### config.mk
export PLATFORM = sky130hd
export DESIGN_NAME = z_decode
export DESIGN_NICKNAME = d
export VERILOG_FILES = /design/src/rtl/z_mips_pkg.sv /design/src/rtl/z_regfile.sv /design/src/rtl/z_decode.sv
export SDC_FILE = /design/constraint.sdc
export NUM_CORES = 2
export LEC_CHECK = 0
export BUFFER_PORTS_ARGS = -buffer_cell sky130_fd_sc_hd__buf_2
export CORE_ASPECT_RATIO = 1.75
export CORE_MARGIN = 2
export CORE_UTILIZATION = 40
export DETAILED_ROUTE_END_ITERATION = 7
export GPL_ROUTABILITY_DRIVEN = 0
export GPL_TIMING_DRIVEN = 0
export PLACE_DENSITY = 0.59
export SKIP_CTS_REPAIR_TIMING = 1
export SYNTH_ARGS = -nofsm -noshare
export SYNTH_HDL_FRONTEND = slang
export SYNTH_SLANG_ARGS = --single-unit
### constraint.sdc
create_clock -name clk -period 3 [get_ports clk]
set_input_delay 0.45 -clock clk [delete_from_list [all_inputs] [get_ports clk]]
set_output_delay 0.45 -clock clk [all_outputs]
set_load 0.02 [all_outputs]
### src/rtl/z_mips_pkg.sv
// MIPS opcode, funct and field-position constants
// shared by the decode stage and its register file.
package z_mips_pkg;

   localparam logic [5:0] OP_RTYPE = 6'h00;
   localparam logic [5:0] OP_J     = 6'h02;
   localparam logic [5:0] OP_JAL   = 6'h03;
   localparam logic [5:0] OP_BEQ   = 6'h04;
   localparam logic [5:0] OP_BNE   = 6'h05;
   localparam logic [5:0] OP_ADDI  = 6'h08;
   localparam logic [5:0] OP_ANDI  = 6'h0C;
   localparam logic [5:0] OP_ORI   = 6'h0D;
   localparam logic [5:0] OP_XORI  = 6'h0E;
   localparam logic [5:0] OP_LUI   = 6'h0F;
   localparam logic [5:0] OP_LB    = 6'h20;
   localparam logic [5:0] OP_LW    = 6'h23;
   localparam logic [5:0] OP_LHU   = 6'h25;
   localparam logic [5:0] OP_SB    = 6'h28;
   localparam logic [5:0] OP_SW    = 6'h2B;

   localparam logic [5:0] FN_SLL = 6'h00;
   localparam logic [5:0] FN_SRL = 6'h02;
   localparam logic [5:0] FN_SRA = 6'h03;
   localparam logic [5:0] FN_JR  = 6'h08;

   localparam int OP_LSB = 26;
   localparam int RS_LSB = 21;
   localparam int RT_LSB = 16;
   localparam int RD_LSB = 11;
   localparam int SH_LSB = 6;

   localparam logic [4:0] REG_RA = 5'd31;

endpackage

### src/rtl/z_regfile.sv
// 2-read / 1-write register file, r0 hardwired to zero,
// reads bypass a same-cycle write.
module z_regfile
   import z_mips_pkg::*;
#(
   parameter int NREGS = 32,
   parameter int DW    = 32,
   parameter int AW    = $clog2(NREGS)
) (
   input  logic          clk,
   input  logic          rst_n,
   input  logic [AW-1:0] ra_addr,
   input  logic [AW-1:0] rb_addr,
   output logic [DW-1:0] ra_data,
   output logic [DW-1:0] rb_data,
   input  logic          wr_en,
   input  logic [AW-1:0] wr_addr,
   input  logic [DW-1:0] wr_data
);

   logic [DW-1:0] regs [NREGS];

   always_ff @(posedge clk or negedge rst_n) begin
      if (!rst_n) begin
         for (int i = 0; i < NREGS; i++) regs[i] <= '0;
      end else if (wr_en && wr_addr != '0) begin
         regs[wr_addr] <= wr_data;
      end
   end

   always_comb begin
      ra_data = regs[ra_addr];
      if (ra_addr == '0)
         ra_data = '0;
      else if (wr_en && wr_addr == ra_addr)
         ra_data = wr_data;
   end

   always_comb begin
      rb_data = regs[rb_addr];
      if (rb_addr == '0)
         rb_data = '0;
      else if (wr_en && wr_addr == rb_addr)
         rb_data = wr_data;
   end

endmodule

### src/rtl/z_decode.sv
// Decode / operand-fetch stage: register file, RAW scoreboard,
// and the registered operand bundle presented to z_ALU.
module z_decode
   import z_mips_pkg::*;
#(
   parameter int NREGS = 32,
   parameter int DW    = 32
) (
   input  logic          clk,
   input  logic          rst_n,
   input  logic          ins_valid_in,
   input  logic [31:0]   ins_in,
   output logic          ins_ready_out,
   input  logic          wb_en_in,
   input  logic [4:0]    wb_addr_in,
   input  logic [DW-1:0] wb_data_in,
   output logic          ex_valid_out,
   input  logic          ex_ready_in,
   output logic [DW-1:0] a_out,
   output logic [DW-1:0] b_out,
   output logic [4:0]    shamt_out,
   output logic [31:0]   ins_out
);

   logic [5:0]  op, fn;
   logic [4:0]  rs, rt, rd, sh, dest;
   logic [15:0] imm;
   logic        is_r, use_rs, use_rt, hazard, space, accept;
   logic [DW-1:0] ra_data, rb_data, b_dec;
   logic [NREGS-1:0] busy, clr, set;

   assign op  = ins_in[OP_LSB +: 6];
   assign rs  = ins_in[RS_LSB +: 5];
   assign rt  = ins_in[RT_LSB +: 5];
   assign rd  = ins_in[RD_LSB +: 5];
   assign sh  = ins_in[SH_LSB +: 5];
   assign fn  = ins_in[5:0];
   assign imm = ins_in[15:0];
   assign is_r = (op == OP_RTYPE);

   z_regfile #(.NREGS(NREGS), .DW(DW)) u_rf (
      .clk     (clk),
      .rst_n   (rst_n),
      .ra_addr (rs),
      .rb_addr (rt),
      .ra_data (ra_data),
      .rb_data (rb_data),
      .wr_en   (wb_en_in),
      .wr_addr (wb_addr_in),
      .wr_data (wb_data_in)
   );

   always_comb begin
      dest  = '0;
      b_dec = {{(DW-16){imm[15]}}, imm};
      unique case (1'b1)
         is_r: begin
            b_dec = rb_data;
            dest  = (fn == FN_JR) ? 5'd0 : rd;
         end
         (op >= OP_ANDI && op <= OP_XORI): begin
            b_dec = {{(DW-16){1'b0}}, imm};
            dest  = rt;
         end
         (op == OP_LUI): begin
            b_dec = {imm, 16'h0000};
            dest  = rt;
         end
         (op >= OP_ADDI && op < OP_ANDI),
         (op >= OP_LB && op <= OP_LHU): dest = rt;
         (op == OP_JAL): dest = REG_RA;
         default: ;
      endcase
   end

   assign use_rs = !(op == OP_J || op == OP_JAL ||
                     (is_r && (fn == FN_SLL || fn == FN_SRL ||
                               fn == FN_SRA)));
   assign use_rt = is_r || op == OP_BEQ || op == OP_BNE ||
                   (op >= OP_SB && op <= OP_SW);

   always_comb begin
      clr = '0;
      set = '0;
      if (wb_en_in) clr[wb_addr_in] = 1'b1;
      if (accept) set[dest] = 1'b1;
      set[0] = 1'b0;
   end

   // A writeback landing this cycle releases its register immediately.
   assign hazard = (use_rs && busy[rs] && !clr[rs]) ||
                   (use_rt && busy[rt] && !clr[rt]);
   assign space  = !ex_valid_out || ex_ready_in;
   assign ins_ready_out = rst_n && space && !hazard;
   assign accept = ins_valid_in && ins_ready_out;

   always_ff @(posedge clk or negedge rst_n) begin
      if (!rst_n) busy <= '0;
      else        busy <= (busy & ~clr) | set;
   end

   always_ff @(posedge clk or negedge rst_n) begin
      if (!rst_n) begin
         ex_valid_out <= 1'b0;
         a_out        <= '0;
         b_out        <= '0;
         shamt_out    <= '0;
         ins_out      <= '0;
      end else begin
         if (space) ex_valid_out <= accept;
         if (accept) begin
            a_out     <= ra_data;
            b_out     <= b_dec;
            shamt_out <= sh;
            ins_out   <= ins_in;
         end
      end
   end

endmodule

# Word-level counts from Yosys, hierarchy flattened
# Cells that the tools add are included.
dict set report classes {
  n_reduce_logical 38
  n_lt_le_gt_ge 18
  n_eq_ne 10
  bitwise 6
  n_mux 30
}
# op count
set ops {}
lappend ops {{bitwise mux 1024 bit} 1}
lappend ops {{two-way mux 32 bit} 11}
lappend ops {{binary-select mux 32 bit (select 5 bit)} 2}
lappend ops {{demux 32 bit (select 5 bit)} 1}
lappend ops {{one-hot mux 32 bit (3 select lines)} 1}
lappend ops {{AND 32 bit} 1}
lappend ops {{NOT 32 bit} 1}
lappend ops {{bitwise OR 32 bit} 1}
lappend ops {{greater-or-equal comparator 6 bit (second input constant)} 5}
lappend ops {{== test 6 x 2 -> 1 bit (second input constant)} 4}
lappend ops {{< comparator 5 x 6 -> 1 bit (second input constant)} 4}
lappend ops {{binary-select mux 1 bit (select 5 bit)} 4}
lappend ops {{logical AND 1 bit} 18}
lappend ops {{NOT 5 -> 6 bit} 3}
lappend ops {{one-hot mux 5 bit (3 select lines)} 1}
lappend ops {{== test 6 x 3 -> 1 bit (second input constant)} 2}
lappend ops {{== test 6 x 4 -> 1 bit (second input constant)} 2}
lappend ops {{greater-or-equal comparator 6 x 4 -> 1 bit (second input constant)} 2}
lappend ops {{less-or-equal comparator 6 bit (second input constant)} 2}
lappend ops {{zero test 6 bit} 2}
lappend ops {{demux 1 bit (select 5 bit)} 2}
lappend ops {{== test 5 bit} 2}
lappend ops {{greater-or-equal comparator 5 x 1 -> 1 bit (second input constant)} 2}
lappend ops {{zero test 5 bit} 2}
lappend ops {{other kinds (9)} 26}
dict set report totals {
  output_inout_bits 103
  elab_cells 140
  reg_bits 1158
}

# Depth between registers and ports, before layout
dict set report depth {
  ltp_word 15
  ltp_mapped 11
}

# Hierarchy
# A second synthesis with hierarchy kept.
dict set report hier_totals {
  cells_unflattened 4422
  hier_area_um2 62215.9
}
# module area_each_um2 seq_area_each_um2 instances cells_per_inst
set modules_own_cells {}
lappend modules_own_cells {z_regfile 55169.2 25624.6 1 3866}
lappend modules_own_cells {z_decode 7046.8 3228.1 1 556}

# Least setup slack after synthesis
# Ideal clock, no wire load.
dict set report synth_path {
  kind {input to register}
  startpoint {in ins_in[16]}
  endpoint {reg b_out[22]}
  path_buffers 3
  setup_time_ns 0.118
  path_stages 8
  t_arrival_ns 2.752
  slack_ns 0.130
  cell_sequence {buf_2 buf_2 buf_1 mux4_2 mux4_2 a22oi_1 a21oi_1 a21o_1}
}
dict set report synth_between {
  elab_chain_len 8
}
# element line_no
set synth_rtl {}
lappend synth_rtl {{from (decl)} z_decode.sv:12} ;# input logic [31:0] ins_in,
lappend synth_rtl {{parallel branches: the longest is 8 deep, another holds binary-select mux 32 bit (select 5 bit)} -}
lappend synth_rtl {{to (signal assigned)} z_decode.sv:106} ;# b_out <= '0;
lappend synth_rtl {{to (signal assigned)} z_decode.sv:113} ;# b_out <= b_dec;
lappend synth_rtl {{to (decl)} z_decode.sv:20} ;# output logic [DW-1:0] b_out,
# Parallel ways; which one is timed is not known. The select of a mux whose other input is x is not followed.
# A chain may end at the register's enable or synchronous reset.

# Worst setup path after layout
dict set report layout_path {
  startpoint {reg busy[0]}
  endpoint {out ins_ready_out}
}
dict set report layout_between {
  elab_chain_len 7
}
# element line_no
set layout_rtl {}
lappend layout_rtl {{from (decl)} z_decode.sv:30} ;# logic [NREGS-1:0] busy, clr, set;
lappend layout_rtl {{from (signal assigned)} z_decode.sv:99} ;# else busy <= (busy & ~clr) | set;
lappend layout_rtl {{binary-select mux 1 bit (select 5 bit) (on tied branches)} {z_decode.sv:91, z_decode.sv:92}}
lappend layout_rtl {{two-way mux 1 bit (on tied branches)} {z_decode.sv:91, z_decode.sv:92}}
lappend layout_rtl {{logical AND 1 bit (on tied branches) (2 in series)} {z_decode.sv:91, z_decode.sv:92}}
lappend layout_rtl {{logical OR 1 bit *} z_decode.sv:91} ;# assign hazard = (use_rs && busy[rs] && !clr[rs]) ||
lappend layout_rtl {{zero test 1 bit *} z_decode.sv:94} ;# assign ins_ready_out = rst_n && space && !hazard;
lappend layout_rtl {{logical AND 1 bit *} z_decode.sv:94}
lappend layout_rtl {{to (decl)} z_decode.sv:13} ;# output logic ins_ready_out,
# Mark *: on every way between the ends. The rest lies on a longest branch, timed or not. The select of a mux whose other input is x is not followed.

==> impl_metrics.toml <==
[final_layout]
final_cells = 6575
nets = 4546
syn2layout_area_growth_pct = 14.0
drive_gt1_share_pct = 49.1
post-route-util_pct = 45.8

[floorplan]
die_h_um = 520
core_mm2 = 0.151
fp-row-count = 189
start_util_pct = 40.2
die-area_mm2 = 0.155
ios = 177
die_w_um = 299

[global_routing]
met2_usage_pct = 54.5
grt-ovfl-total = 0
antenna_found_initial = 21
grt_max_degree = 164
grt_pass1_wl_mm = 369
grt-busiest-layer = "met2"
grt_pass1_vias = 45423
grt_util_met1_pct = 36.7
use_met3_pct = 10.3
grt_use_total_pct = 34.6

[clocking]
clock_path_buffers = 3
path_clk_slew_ps = 70
cts_buffers = 112
cts-htree-levels = 3
cts_tree = "built"
clock_latency_ps = 810
cts-root-buf = "clkbuf_16"
cts.sinks = 1153

[critical_path]
crit_slowest_cell = "mux4_2"
start_kind = "flop"
r2r-start = "busy[20]"
crit_arrival_ps = 2950
path_cells = "mux4_2 > mux4_2 > nor2_4 > nor2_4 > a32oi_4 > buf_6"
path_depth = 6
worstSetupEndpointType = "primary output"
rrSetupSlack_ps = 50
rr_worst_depth = 9
worstSetupPathType = "reg -> out"
r2r_end = "ins_out[24]"
critPathMaxStageDelay_ps = 550
path_delay_family = "multiplexers"
worst_ep_required_time_ps = 2550
cp_num_buf_inv = 1
crit_fanout = 3

[timing]
period_minus_slack_ps = 3400
clock_skew_ps = 53.8
finalSetupTns_ps = -2990
worst_pin_slew_ps = 1660
slew_headroom_pct = -10.4
slew_viol_final = 22
whs_ps = -34.5
hold_viol = 98
fin_crit_sh_pct = 113
setup_ws_ps = -404
setup_violations = 52
max_clock_freq_ghz = 0.294
rsz0062_at_grt = "true"

[drt]
drc = 0
drtPass1Iterations = 8
first_iter_violations = 4750
via_per_inst = 6.72
drtAntennaViolNets = 0
routedWlPerCell_um = 40.9
wl_mm = 269
vias = 44207

[power]
power.total_w = 0.0477
p_leak_nw = 29.7
p_per_area_mw_per_mm2 = 688
ir_worst_vdd_uv = 578

[flow_run]
drv_cap = 2

[logic_synthesis]
synth.distinct_cells = 70
avgSynthCellArea_um2 = 14.6
ys_top_cells_by_area = "dfrtp_1, mux4_2, mux2_2"
seq_area_frac_synth_pct = 47.4
ys.flop_type = "dfrtp_1"
synth_cells = 4165
syn-cell-area_mm2 = 0.0608
synth_edf_count = 0
yosys.area.top_type = "dfrtp_1"
synth-seq-cells = 1153
async_flop_share_pct = 100
synth_top_area_share_pct = 47.4
syn-num-nets = 4239
yosys_warnings = 0

[outcome]
violations = "hold timing, capacitance limit, slew limit, setup timing"
status = "complete, but fails checks"

[place]
place.port_buffers = 169
detailed_place_hpwl_mm = 187
dp_cells = 6349

[worst_hold_path]
hold_path.class = "in -> async"
power breakdown:
part	switching, W	total, W	internal [W]
clock	0.00681	0.0153	0.00846
sequential	0.00243	0.0211	0.0187
combinational	0.00550	0.0113	0.00580
state kept, by name, summed over array words and instances (netlist names):
signal and flops:
u_rf.regs 1024, a_out 32, ex_valid_out 1, busy 32
b_out 32, ins_out 28, shamt_out 4
final cells by class:
cell class	count	area, µm²
Antenna cell	8	20.0
Buffer	460	2300
Clock buffer	162	3310
Clock inverter	42	549
Fill cell	13641	82000
Inverter	11	41.3
Multi-Input combinational cell	2539	30300
Sequential cell	1153	28900
Tap cell	2005	2510
Timing Repair Buffer	195	1400
synth_stat cells, types with 5 or more instances:
cell	number
xor2_1	8
mux2i_1	155
nand2_1	96
dfrtp_1	1153
a221oi_1	21
o22ai_1	79
o21ai_0	96
o31ai_1	28
nor2_1	119
buf_1	59
a22oi_1	30
o211ai_1	5
o21ai_1	48
mux2_1	30
or3_1	6
a31oi_1	19
a21oi_1	37
a211oi_1	14
clkbuf_1	300
mux4_2	529
nand2b_1	10
inv_1	11
nor3_1	36
mux2_2	1053
nor2b_1	13
buf_4	6
a21o_1	16
buf_2	96
nand3_1	16
per-layer routing:
| metal | routed length, µm | up-vias |
|---|---|---|
| li1 | - | 16592 |
| met1 | 86000 | 23340 |
| met2 | 125000 | 3037 |
| met3 | 26300 | 1228 |
| met4 | 32000 | 10 |
| met5 | 122 | - |
worst max-delay path by stage:
stage	startpoint	slack, ps	end
2_1_floorplan	ins_in[16]	130	b_out[22]
5_1_grt	busy[0]	-410	ins_ready_out
6_report	busy[0]	-400	ins_ready_out
3_3_place_gp	rst_n	-24560	u_rf.regs[269]
3_5_place_dp	ins_in[18]	-2260	b_out[8]
4_1_cts	ins_in[18]	-1460	b_out[8]
tightest hold or removal path, cell delays in order:
cell	delay, ps
buf_12	110
buf_16	130
buf_16	110
buf_16	330
cells by family after synthesis:
kind of cell | after synthesis | share of synthesized area, %
AOI/OAI and AO/OA | 430 | 4.54
xor gates and xnor gates | 10 | 0.144
buffers and inverters | 473 | 3.17
DFF | 1153 | 47.4
muxes | 1767 | 42.2
and+or+nand+nor | 332 | 2.53
through the flow:
stage / setup WS [ps] / area (µm²)
global route: -409 / 69300
finish: -404 / 69300
CTS: -1460 / 68400
global placement: -24560 / 64200
floorplan: 130 / 60800
detailed placement: -2260 / 64500
cell usage in the layout, fill, tap and decap left out, drive strengths merged, types with 36 or more instances in the layout:
master,instances
a21oi,38
buf,322
clkbuf,489
dfrtp,1153
mux2,1083
mux2i,155
mux4,529
nand2,96
nor2,119
nor3,36
o21ai,144
o22ai,79
No activity file was read; power rests on OpenSTA's default activity.
